===== config.mk =====
export PLATFORM = sky130hd
export DESIGN_NAME = ins_prefetch_queue
export DESIGN_NICKNAME = d
export VERILOG_FILES = /design/src/rtl/ins_prefetch_queue.sv
export SDC_FILE = /design/constraint.sdc
export NUM_CORES = 1
export LEC_CHECK = 0
export ABC_CLOCK_PERIOD_IN_PS = 7300
export BUFFER_PORTS_ARGS = -buffer_cell sky130_fd_sc_hd__clkbuf_2
export CAP_MARGIN = 5
export CORE_MARGIN = 1.5
export CORE_UTILIZATION = 30
export CTS_BUF_LIST = sky130_fd_sc_hd__clkbuf_4 sky130_fd_sc_hd__clkbuf_8
export CTS_CLUSTER_SIZE = 20
export DETAILED_ROUTE_END_ITERATION = 6
export PLACE_DENSITY = 0.42
export SKIP_CTS_REPAIR_TIMING = 1
export SLEW_MARGIN = 20
export SYNTH_ARGS = -nofsm -noshare
export SYNTH_HDL_FRONTEND = slang
export SYNTH_SLANG_ARGS = --single-unit
export TNS_END_PERCENT = 100

===== constraint.sdc =====
create_clock -name clk_in -period 7.3 [get_ports clk_in]
set_clock_uncertainty 0.2 [all_clocks]
set_input_delay 0.365 -clock clk_in [delete_from_list [all_inputs] [get_ports clk_in]]
set_output_delay 0.365 -clock clk_in [all_outputs]
set_load 0.02 [all_outputs]

===== src/rtl/ins_prefetch_queue.sv =====
// Sequential instruction prefetcher: one outstanding fetch at a time into a small
// FIFO of {instruction, PC} entries, with flush-and-restart support.
module ins_prefetch_queue #(
    parameter int unsigned DEPTH_LOG2 = 2,
    parameter logic [31:0] RESET_PC   = 32'h0
) (
    input  logic        clk_in,
    input  logic        rst_in,
    input  logic        rdy_in,
    input  logic        flush_pipline,
    input  logic [31:0] flush_target_PC,
    output logic        try_start_insfetch_task,
    output logic [31:0] insfetch_addr,
    input  logic        insfetch_task_accepted,
    input  logic        insfetch_task_done,
    input  logic [31:0] insfetch_ins_full,
    output logic        ins_valid,
    output logic [31:0] ins_out,
    output logic [31:0] ins_PC,
    input  logic        ins_take
);

    localparam int unsigned DEPTH = 1 << DEPTH_LOG2;
    localparam int unsigned PTR_W = DEPTH_LOG2;
    localparam int unsigned CNT_W = DEPTH_LOG2 + 1;
    localparam int unsigned XLEN  = 32;

    typedef struct packed {
        logic [XLEN-1:0] ins;
        logic [XLEN-1:0] pc;
    } entry_t;

    typedef enum logic [1:0] {
        S_IDLE,
        S_WAIT_ACCEPT,
        S_WAIT_DONE,
        S_DRAIN
    } state_e;

    state_e            state_q, state_d;
    logic [XLEN-1:0]   fetch_pc_q, fetch_pc_d;
    logic [PTR_W-1:0]  head_q, head_d;
    logic [PTR_W-1:0]  tail_q, tail_d;
    logic [CNT_W-1:0]  count_q, count_d;
    logic              try_start_q, try_start_d;
    logic [XLEN-1:0]   addr_q, addr_d;
    logic              valid_q, valid_d;
    logic [XLEN-1:0]   out_q, out_d;
    logic [XLEN-1:0]   pc_out_q, pc_out_d;
    entry_t            mem_q [DEPTH];

    logic              push;
    logic              pop;
    entry_t            entry_new;
    entry_t            entry_head;

    // Fetch FSM, FIFO pointer update and next head presentation
    always_comb begin
        state_d     = state_q;
        fetch_pc_d  = fetch_pc_q;
        head_d      = head_q;
        tail_d      = tail_q;
        count_d     = count_q;
        try_start_d = try_start_q;
        addr_d      = addr_q;
        push        = 1'b0;
        pop         = 1'b0;
        entry_new   = '{ins: insfetch_ins_full, pc: fetch_pc_q};
        entry_head  = mem_q[head_q];

        unique case (state_q)
            S_IDLE: begin
                if (!flush_pipline && (count_q < CNT_W'(DEPTH))) begin
                    state_d     = S_WAIT_ACCEPT;
                    try_start_d = 1'b1;
                    addr_d      = fetch_pc_q;
                end
            end
            S_WAIT_ACCEPT: begin
                if (insfetch_task_accepted) begin
                    try_start_d = 1'b0;
                    state_d     = flush_pipline ? S_DRAIN : S_WAIT_DONE;
                end else if (flush_pipline) begin
                    try_start_d = 1'b0;
                    state_d     = S_IDLE;
                end
            end
            S_WAIT_DONE: begin
                if (flush_pipline) begin
                    state_d = insfetch_task_done ? S_IDLE : S_DRAIN;
                end else if (insfetch_task_done) begin
                    push       = 1'b1;
                    fetch_pc_d = fetch_pc_q + XLEN'(4);
                    state_d    = S_IDLE;
                end
            end
            S_DRAIN: begin
                if (insfetch_task_done) begin
                    state_d = S_IDLE;
                end
            end
            default: state_d = S_IDLE;
        endcase

        pop = ins_take && (count_q != '0) && !flush_pipline;

        if (flush_pipline) begin
            head_d      = '0;
            tail_d      = '0;
            count_d     = '0;
            fetch_pc_d  = flush_target_PC;
            try_start_d = 1'b0;
        end else begin
            if (push) tail_d = tail_q + PTR_W'(1);
            if (pop)  head_d = head_q + PTR_W'(1);
            unique case ({push, pop})
                2'b10:   count_d = count_q + CNT_W'(1);
                2'b01:   count_d = count_q - CNT_W'(1);
                default: count_d = count_q;
            endcase
        end

        // The freshly pushed word becomes the head when nothing older remains
        valid_d    = (count_d != '0);
        entry_head = (push && (head_d == tail_q)) ? entry_new : mem_q[head_d];
        out_d      = valid_d ? entry_head.ins : '0;
        pc_out_d   = valid_d ? entry_head.pc  : '0;
    end

    // Control and output registers; rdy_in low freezes everything
    always_ff @(posedge clk_in or posedge rst_in) begin
        if (rst_in) begin
            state_q     <= S_IDLE;
            fetch_pc_q  <= RESET_PC;
            head_q      <= '0;
            tail_q      <= '0;
            count_q     <= '0;
            try_start_q <= 1'b0;
            addr_q      <= '0;
            valid_q     <= 1'b0;
            out_q       <= '0;
            pc_out_q    <= '0;
        end else if (rdy_in) begin
            state_q     <= state_d;
            fetch_pc_q  <= fetch_pc_d;
            head_q      <= head_d;
            tail_q      <= tail_d;
            count_q     <= count_d;
            try_start_q <= try_start_d;
            addr_q      <= addr_d;
            valid_q     <= valid_d;
            out_q       <= out_d;
            pc_out_q    <= pc_out_d;
        end
    end

    // Entry storage needs no reset: only entries below count are ever shown
    always_ff @(posedge clk_in) begin
        if (rdy_in && push) begin
            mem_q[tail_q] <= entry_new;
        end
    end

    assign try_start_insfetch_task = try_start_q;
    assign insfetch_addr           = addr_q;
    assign ins_valid               = valid_q;
    assign ins_out                 = out_q;
    assign ins_PC                  = pc_out_q;

endmodule


==> impl_metrics.sql <==
INSERT INTO impl_metrics (metric_group, metric, value, unit) VALUES
('outcome', 'outcome', 'finished with violations', ''),
('outcome', 'failed_checks', 'negative hold slack', ''),
('logic_synthesis', 'synth_largest_type_area_fraction', '45.7', '%'),
('detailed_routing', 'post_dr_vias_cell', '5.14', ''),
('setup_path', 'worstSetupPathDepth', '11', ''),
('global_routing', 'antenna_found_initial', '0', ''),
('clock_network', 'tritoncts.num_buffers', '72', ''),
('setup_path', 'critPathArrivalTime', '4.54', 'ns'),
('placement', 'detailedPlacementHpwl', '28400', 'um'),
('sta', 'holdWs', '-0.0375', 'ns'),
('logic_synthesis', 'synth.cell_area', '0.0168', 'mm^2'),
('setup_path', 'worstPathMaxFanout', '34', ''),
('setup_path', 'critPathTopFamily', 'compound AO/OA/AOI/OAI gates', ''),
('logic_synthesis', 'postSynthAreaPerCell', '12.6', 'um^2'),
('sta', 'worst_slew_pin_slew', '1.11', 'ns'),
('die', 'placementRows', '86', ''),
('sta', 'grt_setup_unrepaired', 'no', ''),
('hold_path', 'worstHoldPathType', 'input pin to flip-flop', ''),
('setup_path', 'worst-setup-path-type', 'flip-flop to flip-flop', ''),
('global_routing', 'grt_util_all_layers', '17.7', '%'),
('global_routing', 'grt_most_used_layer', 'met2', ''),
('logic_synthesis', 'most_area_hungry_cell_type_in_the_yosys_netlist', 'sky130_fd_sc_hd__edfxtp_1', ''),
('cells_and_area', 'area_delta_synth_final', '21.9', '%'),
('sta', 'hold_violations', '1', ''),
('global_routing', 'grt_first_pass_wirelength', '76100', 'um'),
('sta', 'relSlewSlack', '26.1', '%'),
('setup_path', 'type_of_element_launching_the_critical_path', 'flip-flop', ''),
('logic_synthesis', 'synth.distinct_cells', '67', ''),
('die', 'i_o_pins', '169', ''),
('hold_path', 'hold_path_startpoint', 'flush_target_PC[16]', ''),
('detailed_routing', 'number_of_nets_still_failing_antenna_checks_after_routing', '0', ''),
('die', 'floorplan.die.height', '240', 'um'),
('setup_path', 'r2r-start', 'state_q[1]$_DFFE_PP0P_', ''),
('logic_synthesis', 'postSynthCellCount', '1333', ''),
('setup_path', 'reg2reg_slack', '3.02', 'ns'),
('logic_synthesis', 'number_of_nets_in_the_synthesized_netlist', '1411', ''),
('pwr', 'leakage', '7.54', 'nW'),
('logic_synthesis', 'synth-main-ff-cell', 'sky130_fd_sc_hd__edfxtp_1', ''),
('setup_path', 'cp_cell_sequence', 'nand2_1, nor3_1, inv_1, ha_1, fa_1, xnor2_1, xor2_1, a221oi_4, a21bo_4, buf_4, o221ai_1', ''),
('logic_synthesis', 'post_synth_edffs', '256', ''),
('global_routing', 'global_route.usage.met3', '3.38', '%'),
('setup_path', 'cell_count_of_the_worst_reg_to_reg_path', '11', ''),
('die', 'core_region_area', '0.0553', 'mm^2'),
('setup_path', 'critical-path-max-stage-delay', '0.64', 'ns'),
('logic_synthesis', 'synth_area_leaders', 'sky130_fd_sc_hd__edfxtp_1 46%, sky130_fd_sc_hd__dfrtp_1 21%, sky130_fd_sc_hd__nand2_1 6.4%, sky130_fd_sc_hd__a32o_1 3.7%, sky130_fd_sc_hd__o21ai_0 2.6%', ''),
('global_routing', 'met1_usage', '24.9', '%'),
('setup_path', 'r2r_end', 'ins_out[16]$_DFFE_PP0P_', ''),
('hold_path', 'holdPathEnd', 'fetch_pc_q[16]$_DFFE_PP0P_', ''),
('setup_path', 'crit_buf_inv', '2', ''),
('clock_network', 'clock_tree.buffer_depth', '3', ''),
('sta', 'clock.fmax', '234', 'MHz'),
('cells_and_area', 'final_net_count', '1623', ''),
('clock_network', 'cts-htree-levels', '3', ''),
('hold_path', 'timing.hold.worst_path_depth', '4', ''),
('detailed_routing', 'routed_wirelength', '50700', 'um'),
('logic_synthesis', 'most_numerous_cell_in_the_yosys_netlist', 'sky130_fd_sc_hd__nand2_1', ''),
('setup_path', 'crit_path_top_delay_cell', 'sky130_fd_sc_hd__a21bo_4', ''),
('logic_synthesis', 'synth_commonest_cells', '287 x sky130_fd_sc_hd__nand2_1, 256 x sky130_fd_sc_hd__edfxtp_1, 139 x sky130_fd_sc_hd__dfrtp_1', ''),
('placement', 'numPortBuffers', '168', ''),
('detailed_routing', 'drt_drc_violations_left', '0', ''),
('logic_synthesis', 'synth_sequential_area_ratio', '66.3', '%'),
('placement', 'gp_congestion', '0.745', ''),
('die', 'die_width', '240', 'um'),
('logic_synthesis', 'synth_warnings', '0', ''),
('sta', 'final.min_clock_period', '4.28', 'ns'),
('sta', 'setup-violations-final', '0', ''),
('clock_network', 'cts_tree', 'built', ''),
('cells_and_area', 'post_route_cells_drive_above_1_share', '23.1', '%'),
('sta', 'setup_total_negative_slack', '0', 'ns'),
('clock_network', 'numClockSinks', '395', ''),
('setup_path', 'worst_setup_path_end_kind', 'flip-flop', '');
[power by group]
part           leakage, nW  internal (mW)  switching [mW]
clock network        0.808           1.25           0.946
logic                 2.66          0.481           0.838
registers             4.07           2.69           0.255
[sequential cells by signal, summed over array words and instances, names as in the netlist]
| name | flops |
|---|---|
| count_q | 3 |
| fetch_pc_q | 32 |
| head_q | 2 |
| ins_PC | 32 |
| ins_out | 32 |
| ins_valid | 1 |
| insfetch_addr | 32 |
| mem_q | 256 |
| state_q | 2 |
| tail_q | 2 |
| try_start_insfetch_task | 1 |
[tightest hold or removal path: cells and delay by family]
| kind | cells | cell delay [ns] |
|---|---|---|
| simple gates | 1 | 0.08 |
| compound gates | 2 | 0.19 |
| buf+inv | 1 | 0.11 |
[how the worst max path moves through the flow]
stage                           start                 endpoint
2_1_floorplan                  rst_in   count_q[0]$_DFFE_PP0P_
3_3_place_gp            flush_pipline  ins_out[16]$_DFFE_PP0P_
3_5_place_dp            flush_pipline  ins_out[21]$_DFFE_PP0P_
4_1_cts        state_q[1]$_DFFE_PP0P_  ins_out[16]$_DFFE_PP0P_
5_1_grt        state_q[1]$_DFFE_PP0P_  ins_out[16]$_DFFE_PP0P_
6_report       state_q[1]$_DFFE_PP0P_  ins_out[16]$_DFFE_PP0P_
[through the flow]
stage / std cells / setup slack, ns / util (%) / cell area, um^2 / power [mW]
after CTS: 2284 / 3.05 / 35.9 / 19800 / 6.53
after global routing: 2352 / 2.76 / 37.1 / 20500 / 6.80
after detailed placement: 2151 / 2.50 / 33.1 / 18300 / 4.30
after global placement: 2151 / 2.62 / 33.1 / 18300 / 4.29
after floorplan: 1333 / 3.01 / - / 16800 / 3.78
final: 2352 / 3.02 / 37.1 / 20500 / 6.46
[layout by cell type, fill, tap and decap left out, types with 37 or more instances in the layout]
cell type / instances
sky130_fd_sc_hd__a31oi_1: 66
sky130_fd_sc_hd__a32o_1: 63
sky130_fd_sc_hd__clkbuf_2: 167
sky130_fd_sc_hd__clkbuf_8: 85
sky130_fd_sc_hd__dfrtp_1: 139
sky130_fd_sc_hd__dlygate4sd3_1: 67
sky130_fd_sc_hd__edfxtp_1: 256
sky130_fd_sc_hd__nand2_1: 286
sky130_fd_sc_hd__o21ai_0: 89
sky130_fd_sc_hd__o221ai_1: 37
[area by class of cell]
type / instances / area, um^2
repair buffers: 254 / 1680
clock buffers: 115 / 1400
well taps: 748 / 936
inverters: 13 / 57.6
flip-flops and latches: 395 / 11200
multi-input cells: 809 / 5180
fillers: 5454 / 34800
clock inverters: 18 / 111
[routing by layer]
metal	share of wire, %	up-vias	wire length [um]
met5	0	-	0
met1	48	6185	24100
li1	-	5535	-
met3	4.6	62	2350
met4	1.9	0	984
met2	46	317	23300
[cell families after synthesis]
logic type	synth area share (%)
xor+xnor	0.409
fa+ha+maj	0.565
mux	2.78
buf+inv	3.44
compound gates	16.5
simple gates	9.98
flops	66.3
Power figures use the tool's default switching activity.
